**config.mk**
```make
export PLATFORM = sky130hd
export DESIGN_NAME = ifetch_queue_flat
export DESIGN_NICKNAME = d
export VERILOG_FILES = /design/src/rtl/ifetch_queue_pkg.sv /design/src/rtl/ifetch_queue_if.sv /design/src/rtl/ifetch_queue_fifo.sv /design/src/rtl/ifetch_queue.sv /design/src/flat_wrapper.sv
export SDC_FILE = /design/constraint.sdc
export NUM_CORES = 1
export LEC_CHECK = 0
export BUFFER_PORTS_ARGS = -buffer_cell sky130_fd_sc_hd__buf_2
export CAP_MARGIN = 5
export CORE_ASPECT_RATIO = 0.7
export CORE_MARGIN = 8
export CORE_UTILIZATION = 59
export DETAILED_ROUTE_END_ITERATION = 7
export PLACE_DENSITY = 0.86
export SYNTH_ARGS = -nofsm -noshare
export SYNTH_HDL_FRONTEND = slang
export SYNTH_SLANG_ARGS = --single-unit
```
**constraint.sdc**
```tcl
create_clock -name clk -period 4.4 [get_ports clk]
set_input_delay 0.44 -clock clk [delete_from_list [all_inputs] [get_ports clk]]
set_output_delay 0.44 -clock clk [all_outputs]
set_load 0.03 [all_outputs]
```
**src/rtl/ifetch_queue_pkg.sv**
```systemverilog
// Shared types and constants for the instruction prefetch queue.
package ifetch_queue_pkg;

  typedef enum logic [1:0] {
    IDLE    = 2'd0,
    REQ     = 2'd1,
    DISCARD = 2'd2
  } state_t;

  localparam logic [31:0] NOP_INST = 32'h0;
  localparam logic [31:0] PC_STEP  = 32'd4;

  // One buffered fetch: instruction word plus the PC of the following word.
  typedef struct packed {
    logic [31:0] inst;
    logic [31:0] pc4;
  } ifq_entry_t;

  // Fetch addresses are always word aligned.
  function automatic logic [31:0] word_align(input logic [31:0] addr);
    return {addr[31:2], 2'b00};
  endfunction

endpackage

```
**src/rtl/ifetch_queue_if.sv**
```systemverilog
// Request/acknowledge bus between the prefetch unit and instruction memory.
interface ifetch_queue_if;
  logic        mem_req;
  logic [31:0] mem_addr;
  logic        mem_ack;
  logic [31:0] mem_rdata;

  modport master (
    output mem_req,
    output mem_addr,
    input  mem_ack,
    input  mem_rdata
  );

  modport slave (
    input  mem_req,
    input  mem_addr,
    output mem_ack,
    output mem_rdata
  );
endinterface

```
**src/rtl/ifetch_queue_fifo.sv**
```systemverilog
// DEPTH-entry FIFO of {instruction, pc+4} with push/pop/clear and head read.
module ifq_fifo
  import ifetch_queue_pkg::*;
#(
  parameter int unsigned DEPTH = 4
) (
  input  logic                   clk,
  input  logic                   rst_n,
  input  logic                   clear_i,
  input  logic                   push_i,
  input  ifq_entry_t             push_data_i,
  input  logic                   pop_i,
  output ifq_entry_t             head_o,
  output logic                   valid_o,
  output logic [$clog2(DEPTH):0] count_o
);

  localparam int unsigned PTR_W = $clog2(DEPTH);
  localparam int unsigned CNT_W = PTR_W + 1;

  ifq_entry_t       mem_q [DEPTH];
  logic [PTR_W-1:0] wr_ptr_q, wr_ptr_d;
  logic [PTR_W-1:0] rd_ptr_q, rd_ptr_d;
  logic [CNT_W-1:0] count_q, count_d;

  // Pointer and occupancy next-state; clear wins over push and pop.
  always_comb begin
    wr_ptr_d = wr_ptr_q;
    rd_ptr_d = rd_ptr_q;
    count_d  = count_q;
    if (clear_i) begin
      wr_ptr_d = '0;
      rd_ptr_d = '0;
      count_d  = '0;
    end else begin
      if (push_i) wr_ptr_d = wr_ptr_q + PTR_W'(1);
      if (pop_i)  rd_ptr_d = rd_ptr_q + PTR_W'(1);
      case ({push_i, pop_i})
        2'b10:   count_d = count_q + CNT_W'(1);
        2'b01:   count_d = count_q - CNT_W'(1);
        default: count_d = count_q;
      endcase
    end
  end

  // Pointer and occupancy registers.
  always_ff @(posedge clk or negedge rst_n) begin
    if (!rst_n) begin
      wr_ptr_q <= '0;
      rd_ptr_q <= '0;
      count_q  <= '0;
    end else begin
      wr_ptr_q <= wr_ptr_d;
      rd_ptr_q <= rd_ptr_d;
      count_q  <= count_d;
    end
  end

  // Storage write; contents need no reset since occupancy gates visibility.
  always_ff @(posedge clk) begin
    if (push_i && !clear_i) mem_q[wr_ptr_q] <= push_data_i;
  end

  assign head_o  = mem_q[rd_ptr_q];
  assign valid_o = (count_q != '0);
  assign count_o = count_q;

  no_overflow: assert property (@(posedge clk) disable iff (!rst_n)
    !(push_i && !pop_i && !clear_i && count_q == CNT_W'(DEPTH)));

  no_underflow: assert property (@(posedge clk) disable iff (!rst_n)
    !(pop_i && !clear_i && count_q == '0));

endmodule

```
**src/rtl/ifetch_queue.sv**
```systemverilog
// Sequential instruction prefetcher with redirect flush and stale-response discard.
module ifetch_queue
  import ifetch_queue_pkg::*;
#(
  parameter int unsigned DEPTH    = 4,
  parameter logic [31:0] RESET_PC = 32'd0
) (
  input  logic                clk,
  input  logic                rst_n,
  input  logic                redirect,
  input  logic [31:0]         redirect_pc,
  input  logic                stall,
  ifetch_queue_if.master      mem,
  output logic                inst_valid,
  output logic [31:0]         inst,
  output logic [31:0]         pc4
);

  localparam int unsigned CNT_W = $clog2(DEPTH) + 1;

  state_t           state_q, state_d;
  logic [31:0]      fetch_pc_q, fetch_pc_d;
  logic [31:0]      target_q, target_d;

  logic             push, pop, head_valid, has_room;
  ifq_entry_t       head, push_data;
  logic [CNT_W-1:0] count, count_next;
  logic             req;
  logic [31:0]      addr;

  assign push      = (state_q == REQ) && mem.mem_ack && !redirect;
  assign pop       = head_valid && !stall && !redirect;
  assign push_data = '{inst: mem.mem_rdata, pc4: fetch_pc_q + PC_STEP};

  ifq_fifo #(.DEPTH(DEPTH)) u_fifo (
    .clk         (clk),
    .rst_n       (rst_n),
    .clear_i     (redirect),
    .push_i      (push),
    .push_data_i (push_data),
    .pop_i       (pop),
    .head_o      (head),
    .valid_o     (head_valid),
    .count_o     (count)
  );

  // Occupancy after this edge, used to gate further issue.
  always_comb begin
    count_next = count;
    case ({push, pop})
      2'b10:   count_next = count + CNT_W'(1);
      2'b01:   count_next = count - CNT_W'(1);
      default: count_next = count;
    endcase
    has_room = (count_next < CNT_W'(DEPTH));
  end

  // State, fetch address and latched redirect target registers.
  always_ff @(posedge clk or negedge rst_n) begin
    if (!rst_n) begin
      state_q    <= IDLE;
      fetch_pc_q <= RESET_PC;
      target_q   <= '0;
    end else begin
      state_q    <= state_d;
      fetch_pc_q <= fetch_pc_d;
      target_q   <= target_d;
    end
  end

  // Next-state and fetch address selection.
  always_comb begin
    state_d    = state_q;
    fetch_pc_d = fetch_pc_q;
    target_d   = target_q;
    case (state_q)
      IDLE: begin
        if (redirect) begin
          fetch_pc_d = word_align(redirect_pc);
          state_d    = REQ;
        end else if (has_room) begin
          state_d = REQ;
        end
      end
      REQ: begin
        if (redirect) begin
          // An ack in the redirect cycle completes the old request, so the
          // new target can be issued directly without a discard phase.
          if (mem.mem_ack) begin
            fetch_pc_d = word_align(redirect_pc);
          end else begin
            target_d = word_align(redirect_pc);
            state_d  = DISCARD;
          end
        end else if (mem.mem_ack) begin
          fetch_pc_d = fetch_pc_q + PC_STEP;
          if (!has_room) state_d = IDLE;
        end
      end
      DISCARD: begin
        if (redirect) target_d = word_align(redirect_pc);
        if (mem.mem_ack) begin
          fetch_pc_d = redirect ? word_align(redirect_pc) : target_q;
          state_d    = REQ;
        end
      end
      default: state_d = IDLE;
    endcase
  end

  // Bus request and zero-masked decode outputs.
  always_comb begin
    req        = (state_q == REQ) || (state_q == DISCARD);
    addr       = req ? fetch_pc_q : '0;
    inst_valid = head_valid;
    inst       = head_valid ? head.inst : NOP_INST;
    pc4        = head_valid ? head.pc4  : '0;
  end

  assign mem.mem_req  = req;
  assign mem.mem_addr = addr;

endmodule
```
**src/flat_wrapper.sv**
```systemverilog
// flat-port wrapper written by rule: the top's interface ports become plain ports
module ifetch_queue_flat import ifetch_queue_pkg::*;
#(
  parameter int unsigned DEPTH    = 4,
  parameter logic [31:0] RESET_PC = 32'd0
)
  (clk, rst_n, redirect, redirect_pc, stall, inst_valid, inst, pc4, mem_mem_req, mem_mem_addr, mem_mem_ack, mem_mem_rdata);
  ifetch_queue_if mem_i ();
  input  logic clk;
  input  logic rst_n;
  input  logic redirect;
  input  logic [31:0] redirect_pc;
  input  logic stall;
  output logic inst_valid;
  output logic [31:0] inst;
  output logic [31:0] pc4;
  output wire logic [$bits(mem_i.mem_req)-1:0] mem_mem_req;
  output wire logic [$bits(mem_i.mem_addr)-1:0] mem_mem_addr;
  input wire logic [$bits(mem_i.mem_ack)-1:0] mem_mem_ack;
  input wire logic [$bits(mem_i.mem_rdata)-1:0] mem_mem_rdata;
  assign mem_mem_req = mem_i.mem_req;
  assign mem_mem_addr = mem_i.mem_addr;
  assign mem_i.mem_ack = mem_mem_ack;
  assign mem_i.mem_rdata = mem_mem_rdata;
  ifetch_queue #(.DEPTH(DEPTH), .RESET_PC(RESET_PC)) u_core (.clk(clk), .rst_n(rst_n), .redirect(redirect), .redirect_pc(redirect_pc), .stall(stall), .mem(mem_i), .inst_valid(inst_valid), .inst(inst), .pc4(pc4));
endmodule
```
==> impl_metrics.yaml <==
floorplan:
  coreArea_um2: 24600
  io_pins: 167
  die-area_um2: 30300
  rows: 48
  fp.dieW_um: 205
  fp.dieH_um: 148
  initial_core_util_pct: 59.8
sta:
  fmax_mhz: 307
  fin_ws_ns: 1.14
  min_period_over_period_pct: 74.1
  rsz0062_at_grt: "no"
  setup_violations: 0
  max-slew-margin-rel_pct: 19.1
  finalCriticalPeriod_ns: 3.26
  worst_slew_pin_slew_ns: 1.21
  hold_viol_final: 0
  hold_ws_ns: 0.0311
  finClkSkew_ns: 0.0192
  slew_violations: 0
  final.setup.tns_ns: 0
logic_synthesis:
  syn_area_um2: 14700
  ys_warn_count: 0
  syn_inst: 949
  syn_area_per_cell_um2: 15.5
  seq_area_frac_synth_pct: 64.8
  synth_edf_count: 256
  synthArstFlopShare_pct: 22.2
  synth_ff_type: "edfxtp_1"
  synth_nets: 1031
  ys_types: 65
  synth.ff_latch_count: 329
drt:
  postRouteAntennaNets: 0
  drtIter0Drc: 775
  via_per_inst: 6.24
  routed_wl_um: 33900
  firstDrtPassIters: 6
  via_count: 9023
  drc_errors: 0
  wire_per_inst_um: 23.4
min_path:
  hold_class: "primary input to asynchronous set/reset pin"
final_layout:
  final_core_util_pct: 68.5
  drive_above_1_share_pct: 31.4
  fill_cells: 1581
  fin_area_um2: 16800
  syn_to_final_growth_pct: 14.6
  finalNetCount: 1176
worst_setup_path:
  rr_worst_depth: 12
  crit_fanout: 33
  critPathLaunch: "u_core.u_fifo.rd_ptr_q[0]$_DFFE_PN0P_"
  crit_arrival_ns: 2.82
  rrSetupSlack_ns: 1.21
  rr_endpoint: "u_core.state_q[0]$_DFFE_PN0P_"
  cp.required_ns: 3.96
  critical_path.startpoint_type: "flop"
  cp-end-kind: "output pin"
  rr_startpoint: "u_core.state_q[1]$_DFFE_PN0P_"
  crit_type: "flop to output pin"
place:
  numPortBuffers: 164
  post_dp_cell_area_um2: 15800
  pre_cts_ws_ns: 1.23
  gp_congestion: 0.860
  dp_hpwl_um: 21700
cts:
  cts_setup_buffers: 0
  clk_path_buf_depth: 3
  root_buffer: "clkbuf_16"
  cts_hold_buffers: 0
  cts_tree: "done"
  clk_latency_ns: 0.56
  clkTransAtPathRegs_ns: 0.07
  post_cts_resized: 0
  h-tree-depth: 1
  cts_buffers: 30
  clock-sinks: 329
global_route:
  grt_pass1_wl_um: 52800
  grt_pass1_vias: 9232
  gr-total-overflow: 0
  track_usage_pct: 22.3
  antenna_found_initial: 2
  grt_max_degree: 74
power:
  power_leakage_nw: 6.26
  power_density_nw_per_um2: 593
  irDropWorstVdd_mv: 0.950
job:
  max-cap-violations: 0
status:
  status: "finished, final reports clean"
==> per-layer routing <==
| layer | GRT usage, % | part of all wire (%) | vias to the layer above |
|---|---|---|---|
| met2 | 34.1 | 46 | 448 |
| li1 | - | - | 3952 |
| met1 | 31.5 | 42 | 4565 |
| met5 | 0 | 0 | - |
| met3 | 5.27 | 9.7 | 58 |
| met4 | 6.64 | 2.7 | 0 |
==> sequential cells by signal (all words and copies together) (netlist names) <==
name and flops:
u_core.state_q 2, u_core.fetch_pc_q 32, u_core.u_fifo.wr_ptr_q 2, u_core.u_fifo.count_o 3, u_core.u_fifo.rd_ptr_q 2, u_core.target_q 32, u_core.u_fifo.mem_q 256
==> synthesized netlist by cell type (all sizes together) (2+ instances only) <==
library cell | instances | area, um^2
dfrtp | 73 | 1830
o2111ai | 2 | 17.5
mux2i | 7 | 70.1
nand2 | 32 | 120
mux2 | 41 | 462
inv | 19 | 71.3
nor3b | 4 | 30.0
a21oi | 28 | 140
a221oi | 12 | 105
and4 | 6 | 61.3
a221o | 11 | 110
a22oi | 3 | 22.5
a222oi | 2 | 20.0
a2bb2oi | 2 | 17.5
mux4 | 64 | 1440
nor4 | 4 | 70.1
o21a | 3 | 22.5
nand3b | 2 | 15.0
nor2 | 44 | 165
edfxtp | 256 | 7690
buf | 30 | 161
xor2 | 12 | 105
or4 | 2 | 15.0
o21ai | 34 | 170
nor2b | 4 | 25.0
nand3 | 13 | 90.1
ha | 13 | 163
nor3 | 25 | 135
a211o | 3 | 26.3
o221ai | 2 | 17.5
a31oi | 3 | 18.8
xnor2 | 21 | 184
o22a | 5 | 43.8
and2 | 91 | 571
o31a | 2 | 17.5
and3 | 11 | 68.8
o2bb2ai | 4 | 35.0
or3 | 2 | 17.5
nand4 | 13 | 103
clkbuf | 34 | 163
==> area by class of cell <==
| class | count | area (um^2) | share of cell area [%] |
|---|---|---|---|
| diodes | 2 | 5.00 | 0.0297 |
| well taps | 325 | 407 | 2.42 |
| repair buffers | 177 | 983 | 5.84 |
| clock inverters | 22 | 260 | 1.55 |
| flip-flops and latches | 329 | 9520 | 56.6 |
| multi-input cells | 537 | 4800 | 28.5 |
| inverters | 19 | 71.3 | 0.424 |
| clock buffers | 34 | 787 | 4.68 |
==> placed cells by master (no fill, tap or decap), types with 7 or more instances in the layout <==
| master | n |
|---|---|
| a221oi_1 | 12 |
| mux2_2 | 41 |
| mux4_2 | 64 |
| xor2_1 | 12 |
| ha_1 | 13 |
| clkinv_1 | 8 |
| dfrtp_1 | 71 |
| a21oi_1 | 27 |
| nor2_1 | 44 |
| o21ai_0 | 34 |
| xnor2_1 | 21 |
| and2_1 | 90 |
| nand3_1 | 11 |
| inv_1 | 19 |
| nand2_1 | 32 |
| a221o_1 | 11 |
| nand4_1 | 11 |
| mux2i_1 | 7 |
| edfxtp_1 | 256 |
| buf_2 | 163 |
| buf_4 | 9 |
| clkbuf_16 | 31 |
| nor3_1 | 23 |
| and3_1 | 7 |
==> metrics by stage <==
| stage | total power [W] | instances |
|---|---|---|
| 2_1_floorplan | 0.00641 | 949 |
| 5_1_grt | 0.0104 | 1445 |
| 3_5_place_dp | 0.00721 | 1387 |
| 6_report | 0.00998 | 1445 |
| 3_3_place_gp | 0.00708 | 1387 |
| 4_1_cts | 0.00996 | 1443 |
==> logic make-up (layout without fill, tap and decap cells) <==
logic type	Yosys count	in the layout	share of synthesized area (%)
fa+ha+maj	13	13	1.11
buf+inv	83	252	2.69
xor+xnor	33	33	1.97
simple gates	254	254	10.2
other cells	0	2	0
flops	329	329	64.8
mux	112	112	13.4
compound gates	125	125	5.85
==> where the power goes <==
group	internal (W)	total (W)	leakage [nW]	switching, W
clock network	0.00163	0.00276	0.507	0.00112
registers	0.00394	0.00434	3.21	0.000399
logic	0.00104	0.00288	2.54	0.00185
==> critical path, cell delays in order (launching register included) <==
cell and delay, ns:
dfrtp_4 0.89, buf_4 0.42, mux4_2 0.54, and2_1 0.18, buf_2 0.18
==> how the worst max path moves through the flow <==
stage | end | slack, ns
detailed placement | u_core.state_q[0]$_DFFE_PN0P_ | 1.23
CTS | inst[11] | 1.09
global placement | u_core.state_q[0]$_DFFE_PN0P_ | 1.33
floorplan | u_core.u_fifo.mem_q[0][0]$_DFFE_PP_ | 1.07
global route | u_core.state_q[0]$_DFFE_PN0P_ | 0.90
finish | inst[10] | 1.14
Note: power is estimated with default switching activity, not from simulation.
